<file path="src/rtl/instr_fetch_unit.sv">
// instr_fetch_unit: rv32 fetch stage with credit-limited requests and an in-order instruction FIFO; FETCH_MISALIGN_CHK_EN adds a misaligned-redirect trap
module instr_fetch_unit #(
  parameter logic [31:0] RESET_PC = 32'h0000_0000,
  parameter int FIFO_DEPTH = 2
) (
  input  logic        clk,
  input  logic        rst,
  output logic        imem_req_valid,
  input  logic        imem_req_ready,
  output logic [31:0] imem_addr,
  input  logic        imem_rsp_valid,
  input  logic [31:0] imem_rsp_data,
  input  logic        redirect_valid,
  input  logic [31:0] redirect_pc,
  output logic        dec_valid,
  input  logic        dec_ready,
  output logic [31:0] dec_instr,
  output logic [31:0] dec_pc
`ifdef FETCH_MISALIGN_CHK_EN
  ,
  output logic        dec_misaligned
`endif
);
  localparam int CW = $clog2(FIFO_DEPTH + 1);
`ifdef FETCH_MISALIGN_CHK_EN
  localparam int EW = 65;
`else
  localparam int EW = 64;
`endif
  logic [CW-1:0] count, outstanding, discard, out_next, wr_idx;
  logic [31:0] fetch_pc, rsp_pc;
  logic [EW-1:0] fifo_q [FIFO_DEPTH];
  logic [EW-1:0] push_data;
  logic req_fire, keep, push, pop, halt, mis_pend;
  // buffered words plus in-flight requests never exceed the buffer, so a push always has room
  always_comb begin
    imem_req_valid = !rst && !redirect_valid && !halt &&
                     (({1'b0, count} + {1'b0, outstanding}) < (CW + 1)'(FIFO_DEPTH));
    imem_addr = fetch_pc;
    req_fire = imem_req_valid && imem_req_ready;
    keep = imem_rsp_valid && discard == '0;
    push = !redirect_valid && (keep || (mis_pend && discard == '0));
    pop = dec_valid && dec_ready && !redirect_valid;
    out_next = outstanding - CW'(imem_rsp_valid);
    wr_idx = count - CW'(pop);
    dec_valid = count != '0;
    dec_instr = fifo_q[0][63:32];
    dec_pc = fifo_q[0][31:0];
  end
`ifdef FETCH_MISALIGN_CHK_EN
  logic [31:0] mis_pc;
  assign push_data = keep ? {1'b0, imem_rsp_data, rsp_pc} : {1'b1, 32'h0000_0013, mis_pc};
  assign dec_misaligned = fifo_q[0][64];
  // a misaligned target stops fetch and queues one flagged NOP once stale words have drained
  always_ff @(posedge clk) begin
    if (rst) begin
      halt <= 1'b0;
      mis_pend <= 1'b0;
      mis_pc <= '0;
    end else if (redirect_valid) begin
      halt <= |redirect_pc[1:0];
      mis_pend <= |redirect_pc[1:0];
      mis_pc <= redirect_pc;
    end else if (push && !keep) begin
      mis_pend <= 1'b0;
    end
  end
`else
  assign push_data = {imem_rsp_data, rsp_pc};
  assign halt = 1'b0;
  assign mis_pend = 1'b0;
`endif
  // pc, credit and discard bookkeeping plus shift FIFO; a redirect overrides push and pop
  always_ff @(posedge clk) begin
    if (rst) begin
      fetch_pc <= RESET_PC;
      rsp_pc <= RESET_PC;
      outstanding <= '0;
      discard <= '0;
      count <= '0;
      for (int i = 0; i < FIFO_DEPTH; i++) fifo_q[i] <= '0;
    end else begin
      assert (!(push && !pop && count == CW'(FIFO_DEPTH)));
      outstanding <= out_next + CW'(req_fire);
      if (redirect_valid) begin
        fetch_pc <= redirect_pc & ~32'h3;
        rsp_pc <= redirect_pc & ~32'h3;
        discard <= out_next;
        count <= '0;
      end else begin
        if (req_fire) fetch_pc <= fetch_pc + 32'd4;
        if (imem_rsp_valid && discard != '0) discard <= discard - CW'(1);
        if (keep) rsp_pc <= rsp_pc + 32'd4;
        count <= count + CW'(push) - CW'(pop);
        for (int i = 0; i < FIFO_DEPTH; i++)
          if (push && CW'(i) == wr_idx) fifo_q[i] <= push_data;
          else if (pop) fifo_q[i] <= fifo_q[(i + 1) % FIFO_DEPTH];
      end
    end
  end
endmodule

</file>
<file path="config.mk">
export PLATFORM = sky130hd
export DESIGN_NAME = instr_fetch_unit
export DESIGN_NICKNAME = d
export VERILOG_FILES = /design/src/rtl/instr_fetch_unit.sv
export SDC_FILE = /design/constraint.sdc
export NUM_CORES = 1
export LEC_CHECK = 0
export ABC_AREA = 0
export BUFFER_PORTS_ARGS = -buffer_cell sky130_fd_sc_hd__buf_2
export CAP_MARGIN = 10
export CELL_PAD_IN_SITES_DETAIL_PLACEMENT = 0
export CELL_PAD_IN_SITES_GLOBAL_PLACEMENT = 1
export CORE_ASPECT_RATIO = 1.25
export CORE_UTILIZATION = 44
export DETAILED_ROUTE_END_ITERATION = 12
export PLACE_DENSITY = 0.79
export SLEW_MARGIN = 5
export SYNTH_ARGS = -nofsm -noshare
export SYNTH_HDL_FRONTEND = slang
export SYNTH_SLANG_ARGS = --single-unit
</file>
<file path="constraint.sdc">
create_clock -name clk -period 8.89 [get_ports clk]
set_input_delay 0 -clock clk [delete_from_list [all_inputs] [get_ports clk]]
set_output_delay 0 -clock clk [all_outputs]
set_load 0.02 [all_outputs]
</file>
==> flow_summary.toml <==
[status]
status = "complete, no violations"

[grt]
grt_pass1_wl_um = 40100
grt_max_degree = 66
antenna_found_initial = 0
grt-ovfl-total = 0
track_usage_pct = 23.4
grt_pass1_vias = 7347

[critical_path]
cp_slowest_cell = "or3b_1"
crit_chain = "and2_1, fa_1, or3b_1, or4_4, o31a_1, o31a_1"
path_max_fanout = 17
crit_family = "simple AND/OR/NAND/NOR gates"
end_kind = "flop"
critPathLaunchType = "flop"
cpPeakStageDelay_ps = 680
ff2ff_path_depth = 6
critPathBufInv = 0
critPathKind = "reg2reg"
required_ps = 9220
reg2reg_from = "count[0]"
path_common_cell = "o31a_1"
r2r_slack_ps = 5870
reg2reg_to = "imem_addr[31]"
critPathArrivalTime_ps = 3350

[clock_tree]
clockBufferDepth = 2
cts_inserted_buffers = 17
cts_sinks = 194
clkTransAtPathRegs_ps = 80
clock_latency_ps = 430
cts-root-buf = "clkbuf_16"
htreeDepth = 4
cts_tree = "done"

[routing]
drtPass1Iterations = 5
ant_nets = 0
dr_total_vias = 7837
drc = 0
wl_per_cell_um = 18.5
via_per_inst = 5.72
drtIter0Drc = 551
drt-total-wl_um = 25300

[sta]
slew_headroom_pct = 35.3
period_minus_slack_ps = 3020
hold_viol = 0
finalSetupViolations = 0
max_freq_mhz = 331
slew_violations = 0
fin_crit_sh_pct = 33.9
rsz0062_at_grt = "no"
tightest_slew_ps = 965
setup_tns_ps = 0
finClkSkew_ps = 12.5

[yosys]
synthCells = 901
ys_seq_area_share_pct = 55.2
ys_types = 55
yosysWarnings = 0
yosys-top-cells-area = "edfxtp_1, dfxtp_1, nand2_1"
yosysTopAreaCellShare_pct = 41.1
synth_edf_count = 128
synth_area_mm2 = 0.00936
synth_ff_type = "edfxtp_1"
synth.avg_cell_area_um2 = 10.4
synth_common_cells = "nand2_1, edfxtp_1, a21oi_1, dfxtp_1, a22o_1"
synth_top_area_cell = "edfxtp_1"
ys_ff_latch = 194
ys_async_sr_fraction_pct = 0
synth.most_common_cell = "nand2_1"

[power]
irDropWorstVdd_mv = 0.133
power_density_mw_per_mm2 = 184
leakagePower_nw = 4.37
p_total_w = 0.00213

[floorplanning]
rows = 59
num_io_pins = 168
core_mm2 = 0.0208
die_x_um = 132
die-height_um = 165
initial_core_util_pct = 45.0
die-area_mm2 = 0.0219

[min_path]
hp-class = "in2reg"
min_from = "redirect_pc[12]"
min_to = "imem_addr[12]"
min_delay_path_depth = 3

[job]
drv_cap = 0

[final_layout]
drive_above_1_share_pct = 19.6
final_util_pct = 55.4
nNetsFinal = 1160
areaGrowthSynthToFinish_pct = 23.3
n_antenna_cell = 0

[placed_design]
place.gp.congestion = 0.852
portBuffers = 163
dp_hpwl_um = 15900
cells in the final DEF, fill, tap and decap left out, types with 11 or more instances in the layout:
master,netlist,final
and3_1,12,12
or4_1,14,14
a21boi_0,20,20
nor2_1,18,17
a21oi_1,71,71
and2_1,11,11
buf_2,2,163
clkbuf_16,0,17
nand4_1,27,27
nand3_1,22,22
and4_1,14,14
nor4_1,14,14
xor2_1,13,13
edfxtp_1,128,128
o31a_1,24,24
o21a_1,26,26
nand2_1,153,153
dlygate4sd3_1,0,58
o21ai_0,13,12
a22o_1,62,62
dfxtp_1,66,66
nor3_1,13,13
per-stage QoR:
stage	instance area [µm²]	setup WS (ps)	std cells	hold WS (ps)
4_1_cts	11500	5880	1369	3.32
6_report	11500	5870	1369	16.7
3_3_place_gp	10400	5890	1280	246
5_1_grt	11500	5760	1369	13.0
3_5_place_dp	10400	5900	1280	255
2_1_floorplan	9360	2740	902	126
metal layers:
| metal | GRT usage (%) | routed length (µm) | share of wire, % |
|---|---|---|---|
| met1 | 31.8 | 11400 | 45 |
| met2 | 38.2 | 12100 | 48 |
| met3 | 3.69 | 1220 | 4.8 |
| met4 | 8.20 | 510 | 2.0 |
| met5 | 0 | 0 | 0 |
how the worst max path moves through the flow:
stage,slack [ps],from,end,cells after the start
after floorplan,2740,discard[0],fifo_q[1][0],5
after global placement,5890,count[0],imem_addr[31],6
after detailed placement,5900,count[0],imem_addr[31],6
after CTS,5880,count[0],imem_addr[31],6
after global routing,5760,count[0],imem_addr[31],6
final,5870,count[0],imem_addr[31],6
state kept, by name (all words and copies together) (netlist names):
register	cells
count	2
discard	2
fifo_q	128
imem_addr	30
outstanding	2
rsp_pc	30
logic make-up (layout without fill, tap and decap cells):
family          count (synthesis)  after routing  synth area share (%)
simple gates                  331            331                  18.0
compound gates                266            266                  20.3
flops                         194            194                  55.2
buf+inv                        79            272                  3.27
xor+xnor                       23             23                  2.15
fa+ha+maj                       7              7                  1.02
other cells                     1              2                0.0401
worst min-delay path, stage by stage:
cell	delay [ps]
buf_2	80
o21a_1	180
o31a_1	160
cell type report:
cell class	count	area [µm²]
fill	1895	9280
sequential	194	5160
timing repair buffer	231	1470
inverter	10	37.5
clock buffer	17	425
clock inverter	14	156
multi-input combinational	629	3940
tap	274	343
power by group:
group,switching (W),total (W),internal [W]
combinational,0.000170,0.000275,0.000105
clock,0.000353,0.000770,0.000417
sequential,0.0000533,0.00108,0.00103
total,0.000576,0.00213,0.00155
repair_timing:
item | CTS | global route
setup buffers | 0 | 0
resized for setup | 0 | 0
hold endpoints to repair | 107 | 0
hold buffers | 58 | 0
No activity file was read; power rests on OpenSTA's default activity.
